[src/rtl/led_pattern_pkg.sv]
// Shared mode codes and bounce-direction constants for the LED pattern engine.
package led_pattern_pkg;

  localparam logic [2:0] MODE_OFF    = 3'd0;
  localparam logic [2:0] MODE_SHL    = 3'd1;
  localparam logic [2:0] MODE_SHR    = 3'd2;
  localparam logic [2:0] MODE_BOUNCE = 3'd3;
  localparam logic [2:0] MODE_BLINK  = 3'd4;
  localparam logic [2:0] MODE_COUNT  = 3'd5;
  localparam logic [2:0] MODE_ROTATE = 3'd6;

  localparam logic DIR_UP = 1'b0;
  localparam logic DIR_DN = 1'b1;

  // The reserved code 7 behaves exactly like OFF.
  function automatic logic [2:0] decode_mode(input logic [2:0] m);
    logic [2:0] r;
    if (m == 3'd7) begin
      r = MODE_OFF;
    end else begin
      r = m;
    end
    return r;
  endfunction

endpackage

[src/rtl/led_pattern_engine_tick_prescaler.sv]
// Run-time programmable step prescaler: one tick every div_q+1 enabled cycles.
module tick_prescaler
  import led_pattern_pkg::*;
#(
  parameter int                RATE_W  = 24,
  parameter logic [RATE_W-1:0] DEF_DIV = '0
) (
  input  logic              clk,
  input  logic              rst,
  input  logic              en,
  input  logic              restart,
  input  logic [RATE_W-1:0] div,
  output logic              tick
);

  logic [RATE_W-1:0] cnt_r;
  logic [RATE_W-1:0] div_r;

  // Combinational terminal-count flag consumed by the step logic on the same edge.
  assign tick = en & (cnt_r == div_r);

  // Period counter; a new divider is only adopted at the end of a period.
  always_ff @(posedge clk or posedge rst) begin
    if (rst) begin
      cnt_r <= '0;
      div_r <= DEF_DIV;
    end else if (!en) begin
      cnt_r <= cnt_r;
      div_r <= div_r;
    end else if (restart) begin
      cnt_r <= '0;
      div_r <= div_r;
    end else if (cnt_r == div_r) begin
      cnt_r <= '0;
      div_r <= div;
    end else begin
      cnt_r <= cnt_r + RATE_W'(1);
      div_r <= div_r;
    end
  end

endmodule

[src/rtl/led_pattern_engine.sv]
// Multi-mode LED pattern generator stepped by a run-time prescaler on the system clock.
module led_pattern_engine
  import led_pattern_pkg::*;
#(
  parameter int CLK_FREQ = 12090000,
  parameter int N_LED    = 8,
  parameter int RATE_W   = 24,
  parameter int DEF_DIV  = CLK_FREQ - 1
) (
  input  logic              clk,
  input  logic              rst,
  input  logic              en,
  input  logic [2:0]        mode,
  input  logic [RATE_W-1:0] div,
  input  logic              pat_load,
  input  logic [N_LED-1:0]  pat_in,
  output logic [N_LED-1:0]  led,
  output logic              step_tick
);

  logic [N_LED-1:0] led_r;
  logic             step_tick_r;
  logic [2:0]       mode_r;
  logic             dir_r;
  logic [N_LED-1:0] pat_r;

  logic             tick_s;
  logic             restart_s;
  logic             step_s;
  logic [2:0]       mode_req_s;
  logic [N_LED-1:0] seed_s;
  logic [N_LED-1:0] adv_s;
  logic             adv_dir_s;

  // Shift-based rotates stay well defined for N_LED=1 (both return the input).
  function automatic logic [N_LED-1:0] rotl(input logic [N_LED-1:0] x);
    return (x << 1) | (x >> (N_LED - 1));
  endfunction

  function automatic logic [N_LED-1:0] rotr(input logic [N_LED-1:0] x);
    return (x >> 1) | (x << (N_LED - 1));
  endfunction

  assign restart_s  = pat_load & en & (mode_r == MODE_ROTATE);
  assign step_s     = tick_s & ~pat_load;
  assign mode_req_s = decode_mode(mode);

  tick_prescaler #(
    .RATE_W  (RATE_W),
    .DEF_DIV (RATE_W'(DEF_DIV))
  ) u_presc (
    .clk     (clk),
    .rst     (rst),
    .en      (en),
    .restart (restart_s),
    .div     (div),
    .tick    (tick_s)
  );

  // Seed loaded when the requested mode differs from the active one.
  always_comb begin
    seed_s = '0;
    case (mode_req_s)
      MODE_OFF:    seed_s = '0;
      MODE_SHL:    seed_s = N_LED'(1);
      MODE_SHR:    seed_s = N_LED'(1) << (N_LED - 1);
      MODE_BOUNCE: seed_s = N_LED'(1);
      MODE_BLINK:  seed_s = '1;
      MODE_COUNT:  seed_s = '0;
      MODE_ROTATE: seed_s = pat_r;
      default:     seed_s = '0;
    endcase
  end

  // Advance of the active pattern; bounce reverses when the lit bit hits either end.
  always_comb begin
    adv_s     = '0;
    adv_dir_s = dir_r;
    case (mode_r)
      MODE_OFF:    adv_s = '0;
      MODE_SHL:    adv_s = rotl(led_r);
      MODE_SHR:    adv_s = rotr(led_r);
      MODE_BOUNCE: begin
        if (N_LED == 1) begin
          adv_s = led_r;
        end else if (dir_r == DIR_UP) begin
          if (led_r[N_LED-1]) begin
            adv_s     = led_r >> 1;
            adv_dir_s = DIR_DN;
          end else begin
            adv_s = led_r << 1;
          end
        end else begin
          if (led_r[0]) begin
            adv_s     = led_r << 1;
            adv_dir_s = DIR_UP;
          end else begin
            adv_s = led_r >> 1;
          end
        end
      end
      MODE_BLINK:  adv_s = ~led_r;
      MODE_COUNT:  adv_s = led_r + N_LED'(1);
      MODE_ROTATE: adv_s = rotl(led_r);
      default:     adv_s = '0;
    endcase
  end

  // Pattern state; a pattern load in ROTATE pre-empts any coincident step.
  always_ff @(posedge clk or posedge rst) begin
    if (rst) begin
      led_r       <= '0;
      step_tick_r <= 1'b0;
      mode_r      <= MODE_OFF;
      dir_r       <= DIR_UP;
      pat_r       <= '0;
    end else begin
      if (pat_load) begin
        pat_r <= pat_in;
      end else begin
        pat_r <= pat_r;
      end
      if (restart_s) begin
        led_r       <= pat_in;
        step_tick_r <= 1'b0;
      end else if (step_s) begin
        step_tick_r <= 1'b1;
        if (mode_req_s != mode_r) begin
          mode_r <= mode_req_s;
          led_r  <= seed_s;
          dir_r  <= DIR_UP;
        end else begin
          led_r <= adv_s;
          dir_r <= adv_dir_s;
        end
      end else begin
        step_tick_r <= 1'b0;
      end
    end
  end

  assign led       = led_r;
  assign step_tick = step_tick_r;

endmodule
[config.mk]
export PLATFORM = sky130hd
export DESIGN_NAME = led_pattern_engine
export DESIGN_NICKNAME = d
export VERILOG_FILES = /design/src/rtl/led_pattern_pkg.sv /design/src/rtl/led_pattern_engine_tick_prescaler.sv /design/src/rtl/led_pattern_engine.sv
export SDC_FILE = /design/constraint.sdc
export NUM_CORES = 1
export LEC_CHECK = 0
export ABC_AREA = 1
export BUFFER_PORTS_ARGS = -buffer_cell sky130_fd_sc_hd__clkbuf_2
export CORE_MARGIN = 10
export CORE_UTILIZATION = 64
export DETAILED_ROUTE_END_ITERATION = 12
export PLACE_DENSITY_LB_ADDON = 0.3
export SETUP_SLACK_MARGIN = 0.4
export SYNTH_ARGS = -nofsm -noshare
export SYNTH_HDL_FRONTEND = slang
export SYNTH_SLANG_ARGS = --single-unit
[constraint.sdc]
create_clock -name clk -period 6.1 [get_ports clk]
set_input_delay 0.61 -clock clk [delete_from_list [all_inputs] [get_ports clk]]
set_output_delay 0.61 -clock clk [all_outputs]
set_load 0.01 [all_outputs]
==> Word level (Yosys, flattened, before mapping) <==
Index checks and enable logic that the tools add are counted.
{ "word_totals": {"ramBits": 0, "regBits": 69, "latchBits": 0, "n_memories": 0, "word_cells": 57, "mem_bits_ro": 0} }
{ "op_classes": {"div_mod_pow": 0, "mux": 18, "bitwise": 9, "mul": 0, "n_addsub": 2, "reduce_logical": 7, "n_shift": 0, "n_eq_ne": 14, "order_cmp": 0} }
{ "ops": {"columns": ["operator", "n"], "rows": [
  ["2-to-1 mux 24 bit", 2],
  ["2-to-1 mux 8 bit", 6],
  ["case mux 8 bit (5 select lines)", 1],
  ["case mux 8 bit (4 select lines)", 1],
  ["adder 24 x 1 -> 24 bit, second input constant", 1],
  ["equality test 24 bit", 1],
  ["equality test 3 bit, second input constant", 6],
  ["equality test 3 x 2 -> 1 bit, second input constant", 4],
  ["AND reduction 3 bit", 3],
  ["adder 8 x 1 -> 8 bit, second input constant", 1],
  ["NOT 8 bit", 1],
  ["bitwise OR 7 x 8 -> 8 bit", 1],
  ["bitwise OR 8 x 1 -> 8 bit", 1],
  ["2-to-1 mux 1 bit", 7],
  ["equality test 3 x 1 -> 1 bit, second input constant", 2],
  ["bitwise AND 1 bit", 4],
  ["nonzero test 2 bit", 2],
  ["OR reduction 2 bit", 2],
  ["2-to-1 mux 3 bit", 1],
  ["inequality test 3 bit", 1],
  ["NOT 1 bit", 2]
]} }

==> Logic depth before layout (Yosys ltp) <==
Gate-level depths: netlist of run 1.
{ "logic_depth": {"ltp_word": 8, "depth_mapped": 14} }

==> Cells and area by module <==
A second synthesis of run 1 with hierarchy kept.
{ "hier_totals": {"hier_cells": 806, "hier_area_um2": 5098.6} }
{ "by_module_without_submodules": {"columns": ["module", "seq_area_each_um2", "instances", "cells_each", "area_each_um2"], "rows": [
  ["tick_prescaler", 1218.7, 1, 521, 3321.9],
  ["led_pattern_engine", 525.5, 1, 285, 1776.7]
]} }

==> Worst setup path before layout of run 1 <==
OpenSTA, ideal clock, no wires.
{ "synth_timing": {"path_type": "input-to-reg", "start": "input en", "end": "register u_presc.cnt_r[17]", "stages": 8, "slack_ns": 4.445, "required_time_ns": 5.966, "setup_time_ns": 0.134, "arrival_ns": 1.522, "path_buffers": 1, "path_cell_list": "inv_2 > nor3_4 > nor2_2 > nand2_1 > inv_2 > buf_4 > nand3_1 > o21ai_0"} }
{ "synth_between": {"elab_chain_cells": 3} }
{ "synth_rtl": {"columns": ["item", "line", "source"], "rows": [
  ["start, declared", "led_pattern_engine.sv:12", "input logic en,"],
  ["bitwise AND 1 bit (2 in a row)", "led_pattern_engine.sv:44", "assign restart_s = pat_load & en & (mode_r == MODE_ROTATE);"],
  ["2-to-1 mux 24 bit", "led_pattern_engine_tick_prescaler.sv:30", "end else if (restart) begin"],
  ["end signal, assigned", "led_pattern_engine_tick_prescaler.sv:28", "cnt_r <= cnt_r;"],
  ["end signal, assigned", "led_pattern_engine_tick_prescaler.sv:37", "cnt_r <= cnt_r + RATE_W'(1);"],
  ["end, declared", "led_pattern_engine_tick_prescaler.sv:16", "logic [RATE_W-1:0] cnt_r;"]
]} }
Several ways; a longest one is shown, not always the timed one.
A chain may end at the register's enable or synchronous reset.

==> Worst setup path in the final report of run 1 <==
{ "layout_timing": {"start": "register u_presc.div_r[0]", "end": "register led_r[6], in the netlist led[6]"} }
{ "layout_between": {"elab_chain_cells": 4} }
{ "layout_rtl": {"columns": ["item", "line", "source"], "rows": [
  ["start, declared", "led_pattern_engine_tick_prescaler.sv:17", "logic [RATE_W-1:0] div_r;"],
  ["start signal, assigned", "led_pattern_engine_tick_prescaler.sv:29", "div_r <= div_r;"],
  ["start signal, assigned", "led_pattern_engine_tick_prescaler.sv:32", "div_r <= div_r;"],
  ["start signal, assigned", "led_pattern_engine_tick_prescaler.sv:35", "div_r <= div;"],
  ["equality test 24 bit", "led_pattern_engine_tick_prescaler.sv:20", "assign tick = en & (cnt_r == div_r);"],
  ["bitwise AND 1 bit", "led_pattern_engine_tick_prescaler.sv:20", null],
  ["bitwise AND 1 bit", "led_pattern_engine.sv:45", "assign step_s = tick_s & ~pat_load;"],
  ["nonzero test 2 bit (no source line)", null, null],
  ["end signal, assigned", "led_pattern_engine.sv:124", "led_r <= pat_in;"],
  ["end signal, assigned", "led_pattern_engine.sv:130", "led_r <= seed_s;"],
  ["end signal, assigned", "led_pattern_engine.sv:133", "led_r <= adv_s;"],
  ["end, declared", "led_pattern_engine.sv:21", "logic [N_LED-1:0] led_r;"]
]} }
Every way passes these cells.

==> flow_summary.toml, run 1 <==
[global_routing]
grt_max_degree = 70
grt_pass1_wl_mm = 19.4
grt_util_all_layers_pct = 20.9
grt.overflow.total = 0
antenna_found_initial = 0
grt_pass1_vias = 4168

[setup_path]
path_max_fanout = 12
critical_path_class = "reg -> reg"
r2r-start = "u_presc.div_r[0]"
rrSetupSlack_ps = 3770
worstPathRequired_ps = 6370
crit_arrival_ps = 2610
timing.rr.end = "led[6]"
crit_path_end_kind = "flip-flop"
worstSetupStartpointType = "flip-flop"
reg2reg_depth = 12
cp-startpoint = "u_presc.div_r[0]"
crit_end = "led[6]"

[yosys]
yosysTopAreaCellShare_pct = 30.4
synthesis.area_um2 = 4530
yosysTopAreaCell = "dfrtp_1"
synth_warnings = 0
ys_seq_area_share_pct = 38.5
synth_compound_area_share_pct = 8.45
synthMuxAreaShare_pct = 0
syn_avg_cell_area_um2 = 6.70
synthAdderAreaFrac_pct = 0.829
synth-simple-area-share_pct = 37.5
synth.distinct_cells = 34
synth_top_family_by_area = "simple AND/OR/NAND/NOR gates"
ys_top_cells_by_area = "dfrtp_1, nand2_1, dfstp_2, nand3_1, inv_1"
synth_xor_area_share_pct = 5.61
syn_nets = 718
synth_cells = 676
yosys_register_bits = 69

[cells_and_area]
layout-drive-gt1-share_pct = 13.8
syn2layout_area_growth_pct = 9.45
final_nets = 756
nFillCells = 570
utilization_pct = 72.6
diodes = 0
final_cells = 815
layout_common_cells = "nand2_1, inv_1, nand3_1"
layout_commonest_cell = "nand2_1"

[die]
rows = 30
io_pins = 48
start_util_pct = 66.3
die_w_um = 104
fp.coreArea_um2 = 6830
die_h_um = 104
dieArea_um2 = 10800

[power]
vdd_ir_drop_max_v = 0.000164
power_per_cell_area_nw_per_um2 = 223
leakage_nw = 2.59

[placement]
post-dp-hpwl_mm = 8.26
io_buffers = 47
place_inst = 799
gp_congestion = 0.894

[clock_network]
htree_levels = 3
cts_buffer_depth = 2
post-cts-setup-buffers = 0
cts_tree = "done"
root_buffer = "clkbuf_8"
cts.clk_slew.worst_paths_ps = 80
worstSkewPairLatency_ps = 350
hold_buffers = 0
cts_resized = 0
numCtsBuffers = 9
clkSinkCount = 69

[timing]
setup_viol = 0
holdWs_ps = 432
clock.fmax_mhz = 428
max-slew-margin-rel_pct = 42.8
drv_slew = 0
final.period_utilization_pct = 38.3
worst_clock_skew_ps = 12.7
rsz0062_at_grt = "false"
period_needed_ps = 2330
hold_viol = 0
finalSetupTns_ps = 0
tightestPinTransition_ps = 858

[route]
ant_nets = 0
via_per_inst = 5.47
drtIter0Drc = 342
vias = 4462
drcViolationCount = 0
drtPass1Iterations = 6
routed_wl_mm = 11.3
wl_per_cell_um = 13.9

[worst_hold_path]
hold_path.class = "in -> reg"

[flow_run]
drv_cap = 0

[status]
status = "finished clean"
cell families after synthesis:
group,count (synthesis)
xor gates and xnor gates,29
adders and majority gates,3
AOI/OAI and AO/OA,72
and+or+nand+nor,404
DFF,69
buffers and inverters,99
registers in the layout, summed over array words and instances, names as in the netlist:
signal,cells
step_tick,1
u_presc.div_r,24
led,8
pat_r,8
dir_r,1
mode_r,3
u_presc.cnt_r,24
worst max-delay path, stage by stage (launching register included):
cell and delay (ps):
dfstp_2 530, inv_1 50, nand2_1 50, nand2_1 50
nor2_1 140, inv_1 50, nor2_1 120, nand2_1 100
nor2_4 150, nand4_1 440, nand2_1 400, nand2_1 120
nand2_1 70
layer usage:
metal	global-route usage [%]	share of wire [%]	up-vias
met3	4.89	7.4	17
met4	5.67	0.92	0
met2	31.8	46	169
li1	-	-	2211
met1	29.0	46	2065
met5	0	0	-
final cells by class:
type / count / area, um2 / area share, %
clock inverter: 3 / 21.3 / 0.429
inverter: 78 / 295 / 5.96
clock buffer: 13 / 159 / 3.21
timing repair buffer: 48 / 243 / 4.90
tap: 96 / 120 / 2.42
multi-input combinational: 508 / 2370 / 47.9
sequential: 69 / 1740 / 35.2
worst min-delay path by stage:
stage,from,end,cells past startpoint
after floorplan,pat_r[7],pat_r[7],2
after detailed placement,u_presc.div_r[2],u_presc.div_r[2],2
after global routing,div[13],u_presc.div_r[13],3
final,div[12],u_presc.div_r[12],3
after CTS,div[12],u_presc.div_r[12],3
after global placement,pat_r[7],pat_r[7],2
cells in the mapped netlist (all sizes together):
master and count:
dfstp 14, nor3b 1, xnor2 8, o31ai 1, nor2 47, clkbuf 6
nand3 63, nor3 12, nand2 270, o22ai 7, dfrtp 55, a21oi 7
o21ai 53, ha 3, buf 15, o221ai 1, nand4 9, xor2 21
o211ai 3, inv 78, nor4 1, or2 1
per-stage QoR:
step	setup WS [ps]	power [mW]	cell area, um2
after floorplan	3770	0.701	4530
after global placement	3640	0.752	4780
after detailed placement	3520	0.765	4780
after CTS	3790	1.11	4960
after global routing	3460	1.17	4960
final	3770	1.11	4960
where the power goes:
group | internal (mW) | switching (mW)
clock network | 0.170 | 0.173
logic | 0.0790 | 0.135
registers | 0.495 | 0.0530
total | 0.744 | 0.361
No activity file was read; power rests on OpenSTA's default activity.
==> run 2, diff against run 1 <==
--- a/config.mk
+++ b/config.mk
@@ -8,7 +8,7 @@
 export ABC_AREA = 1
 export BUFFER_PORTS_ARGS = -buffer_cell sky130_fd_sc_hd__clkbuf_2
 export CORE_MARGIN = 10
-export CORE_UTILIZATION = 64
+export CORE_UTILIZATION = 60
 export DETAILED_ROUTE_END_ITERATION = 12
 export PLACE_DENSITY_LB_ADDON = 0.3
 export SETUP_SLACK_MARGIN = 0.4
==> constraint.sdc (replaced) <==
create_clock -name clk -period 2.15 [get_ports clk]
set_input_delay 0.215 -clock clk [delete_from_list [all_inputs] [get_ports clk]]
set_output_delay 0.215 -clock clk [all_outputs]
set_load 0.01 [all_outputs]
==> flow_summary.toml, run 2 (same netlist as run 1, synthesis figures left out) <==
[global_routing]
grt_pass1_wl_mm = 19.7
grt_util_all_layers_pct = 20.4
antenna_found_initial = 0
grt_pass1_vias = 4335
grt_max_degree = 34
grt.overflow.total = 0

[clock_network]
htree_levels = 3
cts_tree = "done"
numCtsBuffers = 9
worstSkewPairLatency_ps = 350
cts_buffer_depth = 2
root_buffer = "clkbuf_8"
clkSinkCount = 69
cts.clk_slew.worst_paths_ps = 80

[die]
io_pins = 48
rows = 31
die_h_um = 107
start_util_pct = 62.1
die_w_um = 107
dieArea_um2 = 11400
fp.coreArea_um2 = 7290

[route]
vias = 4653
ant_nets = 0
drtIter0Drc = 350
drcViolationCount = 0
via_per_inst = 5.52
drtPass1Iterations = 7
wl_per_cell_um = 14.3
routed_wl_mm = 12.0

[placement]
placed_cell_area_um2 = 4870
gp_congestion = 0.915
place_inst = 812
post-dp-hpwl_mm = 8.35
io_buffers = 47

[worst_hold_path]
min_from = "div[7]"
hold_path.class = "in -> reg"
whs_endpoint = "u_presc.div_r[7]"
hold_depth = 3

[cells_and_area]
layout-drive-gt1-share_pct = 22.0
syn2layout_area_growth_pct = 18.8
final_cells = 843
layout_common_cells = "nand2_1, inv_1, nand3_1"
top_regs = "u_presc.cnt_r (24), u_presc.div_r (24)"
diodes = 0
final_nets = 781
layout_commonest_cell = "nand2_1"
utilization_pct = 73.8
finalInstanceArea_um2 = 5380

[setup_path]
reg2reg_depth = 10
worstSetupStartpointType = "flip-flop"
crit_path_end_kind = "flip-flop"
slowest_delay_ps = 540
path_max_fanout = 6
timing.rr.end = "led[7]"
path_buf_inv = 2
critical_path_class = "reg -> reg"
r2r-start = "u_presc.div_r[9]"
crit_chain = "inv_1 -> nand2_1 -> nand2_1 -> nor2_2 -> nand2_1 -> nor2_2 -> nand4_1 -> buf_6 -> nand3_2 -> nand2_1"
path_delay_family = "simple AND/OR/NAND/NOR gates"
crit_arrival_ps = 2180
path_common_cell = "nand2_1"
worstPathRequired_ps = 2390
cp_slowest_cell = "dfstp_2"
rrSetupSlack_ps = 210

[flow_run]
drv_cap = 0

[timing]
holdWs_ps = 32.1
max-slew-margin-rel_pct = 55.7
period_needed_ps = 1940
final.period_utilization_pct = 90.2
setup_viol = 0
clock.fmax_mhz = 515
drv_slew = 0
finalSetupTns_ps = 0
worst_clock_skew_ps = 16.9
tightestPinTransition_ps = 663
hold_viol = 0
rsz0062_at_grt = "true"

[power]
vdd_ir_drop_max_v = 0.000400
power_per_cell_area_nw_per_um2 = 626
leakage_nw = 2.74

[status]
status = "finished clean"
## run 2: cell count changes in the layout (fill, tap and decap cells not counted), sizes merged
cell | before | now
buf | 1 | 25
bufinv | 0 | 1
clkbuf | 60 | 56
clkinvlp | 1 | 3
dlygate4sd3 | 0 | 1
inv | 78 | 79
## run 2: tightest hold or removal path, delay by kind of cell
family / cells / cell delay, ps
and+or+nand+nor: 2 / 90
buffers and inverters: 1 / 80
## run 2: through the flow
stage                     setup slack [ps]  total power, mW
after floorplan                        498             1.99
after global placement                 328             2.15
after detailed placement               253             2.18
after CTS                              344             3.29
after global routing                   125             3.55
final                                  210             3.37
## run 2: what timing repair did
| item | CTS | global route |
|---|---|---|
| cloned | 1 | 1 |
| hold buffers | 1 | 0 |
| gates resized for setup | 24 | 41 |
| endpoints found under the hold margin | 20 | 0 |
| setup endpoints to repair | 41 | 61 |
| pin swaps | 9 | 15 |
| buffers inserted | 6 | 6 |
## run 2: how the worst max path moves through the flow
stage,start,end,depth (start not counted)
finish,u_presc.div_r[9],led[7],10
global route,u_presc.div_r[9],led[1],10
CTS,u_presc.div_r[23],led[6],12
detailed placement,u_presc.cnt_r[0],u_presc.cnt_r[22],10
global placement,u_presc.div_r[0],u_presc.div_r[1],12
floorplan,u_presc.cnt_r[0],u_presc.cnt_r[22],10
## run 2: where the power goes
part | internal (mW) | switching, mW | total (mW)
Combinational | 0.290 | 0.445 | 0.735
Clock | 0.539 | 0.547 | 1.09
Sequential | 1.40 | 0.143 | 1.55
Total | 2.23 | 1.13 | 3.37
## run 2: layer usage
metal / wire length [um] / vias up / track usage [%]
met5: 0 / - / 0
met2: 5730 / 213 / 32.6
met4: 174 / 0 / 4.55
met1: 5150 / 2149 / 27.6
li1: - / 2269 / -
met3: 987 / 22 / 4.91
## run 2: final cells by class
| type | count | area [um2] |
|---|---|---|
| multi-input combinational | 508 | 2520 |
| sequential | 69 | 1750 |
| clock buffer | 9 | 124 |
| timing repair buffer | 73 | 473 |
| tap | 99 | 124 |
| inverter | 78 | 317 |
| clock inverter | 7 | 72.6 |
| fill | 588 | 1910 |
==> run 3, diff against run 2 <==
--- a/config.mk
+++ b/config.mk
@@ -7,11 +7,12 @@
 export LEC_CHECK = 0
 export ABC_AREA = 1
 export BUFFER_PORTS_ARGS = -buffer_cell sky130_fd_sc_hd__clkbuf_2
-export CORE_MARGIN = 10
+export CORE_MARGIN = 1
 export CORE_UTILIZATION = 60
 export DETAILED_ROUTE_END_ITERATION = 12
 export PLACE_DENSITY_LB_ADDON = 0.3
 export SETUP_SLACK_MARGIN = 0.4
+export SLEW_MARGIN = 20
 export SYNTH_ARGS = -nofsm -noshare
 export SYNTH_HDL_FRONTEND = slang
 export SYNTH_SLANG_ARGS = --single-unit
==> flow_summary.toml, run 3 (same netlist as run 1, synthesis figures left out) <==
[setup_path]
crit_end = "led[0]"
cp_slowest_cell = "dfrtp_1"
crit_chain = "inv_2 -> nand2_1 -> nand2_1 -> nor2_2 -> nand2_1 -> nor2_2 -> nand4_1 -> buf_6 -> buf_6 -> nand3_2 -> nand2_1"
cp_num_cells = 11
rrSetupSlack_ps = 180
cp-startpoint = "u_presc.cnt_r[9]"
path_max_fanout = 7
critical_path_class = "reg -> reg"
r2r-start = "u_presc.cnt_r[9]"
path_common_cell = "nand2_1"
crit_arrival_ps = 2210
worstPathRequired_ps = 2390
path_delay_family = "simple AND/OR/NAND/NOR gates"
reg2reg_depth = 11
path_buf_inv = 3
slowest_delay_ps = 460
worstSetupStartpointType = "flip-flop"
timing.rr.end = "led[0]"
crit_path_end_kind = "flip-flop"

[cells_and_area]
finalInstanceArea_um2 = 5530
layout_common_cells = "nand2_1, inv_1, nand3_1"
top_regs = "u_presc.cnt_r (24), u_presc.div_r (24)"
multiInputGateArea_um2 = 2590
seq_area_um2 = 1750
final_cells = 845
nFillCells = 550
final_nets = 783
layout_commonest_cell = "nand2_1"
layout-drive-gt1-share_pct = 24.0
syn2layout_area_growth_pct = 22.1
diodes = 0

[power]
p_sw_share_pct = 35.2
power.internal_mw = 2.13
clkPwrFrac_pct = 29.7
power_per_cell_area_nw_per_um2 = 594
finalPower_mw = 3.29
leakage_nw = 2.76
combPwrFrac_pct = 22.8
vdd_ir_drop_max_v = 0.000380
p_switching_mw = 1.16
seq_power_share_pct = 47.5

[route]
drcViolationCount = 0
drtPass1Iterations = 5
via_per_inst = 5.74
routed_wl_mm = 13.2
ant_nets = 0
wl_per_cell_um = 15.6
drtIter0Drc = 498
vias = 4848

[clock_network]
cts.clk_slew.worst_paths_ps = 80
cts_buffer_depth = 2
clkSinkCount = 69
numCtsBuffers = 9
cts_tree = "done"
worstSkewPairLatency_ps = 360
htree_levels = 3
root_buffer = "clkbuf_8"

[placement]
gp_congestion = 0.929
io_buffers = 47
place_inst = 810
post-dp-hpwl_mm = 8.07
placed_cell_area_um2 = 4860

[timing]
setup_viol = 0
holdWs_ps = 27.2
max-slew-margin-rel_pct = 56.6
drv_slew = 0
tightestPinTransition_ps = 649
rsz0062_at_grt = "true"
hold_viol = 0
worst_clock_skew_ps = 11.2
clock.fmax_mhz = 508
finalSetupTns_ps = 0
final.period_utilization_pct = 91.6
period_needed_ps = 1970

[die]
dieArea_um2 = 7900
die_w_um = 88.9
io_pins = 48
die_h_um = 88.9
fp.coreArea_um2 = 7290
start_util_pct = 62.1
rows = 31

[global_routing]
antenna_found_initial = 0
grt_util_all_layers_pct = 32.4
grt.overflow.total = 0
grt_pass1_wl_mm = 19.4
grt_max_degree = 43
grt_pass1_vias = 4280

[flow_run]
drv_cap = 0

[status]
status = "finished clean"

[worst_hold_path]
hold_depth = 3
min_from = "div[7]"
hold_path.class = "in -> reg"
-- run 3: cell types whose count changed in the layout (fill, tap and decap cells not counted), moves of 4 or more --
cell | before | now
clkinv_8 | 0 | 4
inv_1 | 62 | 57
nand2_2 | 7 | 11
inv_2 | 13 | 18
buf_4 | 19 | 14
nand2_1 | 261 | 257
-- run 3: metal layers --
metal / GRT usage [%] / vias to the layer above / wire length [um]
met5: 0 / - / 0
met4: 13.0 / 0 / 529
met3: 7.84 / 70 / 1220
met2: 52.2 / 300 / 6090
met1: 42.3 / 2206 / 5370
li1: - / 2272 / -
-- run 3: stage by stage --
stage | utilization [%] | setup WS [ps]
2_1_floorplan | - | 498
3_3_place_gp | 66.6 | 300
3_5_place_dp | 66.6 | 229
4_1_cts | 71.3 | 305
5_1_grt | 75.9 | 87.7
6_report | 75.9 | 181
-- run 3: worst min path at each step --
stage / end / slack [ps]
floorplan: u_presc.div_r[20] / 300
global placement: u_presc.div_r[4] / 320
detailed placement: u_presc.div_r[4] / 330
CTS: u_presc.div_r[7] / 30
global route: u_presc.div_r[7] / 30
finish: u_presc.div_r[7] / 30
-- run 3: cell type report --
cell class | count | share of cell area, %
clock inverter | 5 | 0.656
timing repair buffer | 71 | 8.96
inverter | 78 | 5.72
tap | 99 | 2.24
timing repair inverter | 4 | 1.43
multi-input combinational | 508 | 46.8
sequential | 69 | 31.6
clock buffer | 11 | 2.56
-- run 3: worst min-delay path, stage by stage --
cell	delay (ps)
clkbuf_2	80
nand2_1	50
nand2_1	40
-- run 3: power groups by stage --
stage / clock network [mW] / registers (mW) / logic, mW
floorplan: 0 / 1.53 / 0.461
global placement: 0 / 1.56 / 0.590
detailed placement: 0 / 1.57 / 0.609
CTS: 0.979 / 1.55 / 0.641
global route: 1.05 / 1.58 / 0.826
finish: 0.976 / 1.56 / 0.750
-- run 3: timing repair --
item	4_1_cts	5_1_grt
pin swaps	13	9
setup endpoints to repair	45	61
resized for setup	34	64
cloned	0	5
endpoints found under the hold margin	19	0
setup buffers	8	5
hold buffers	1	0
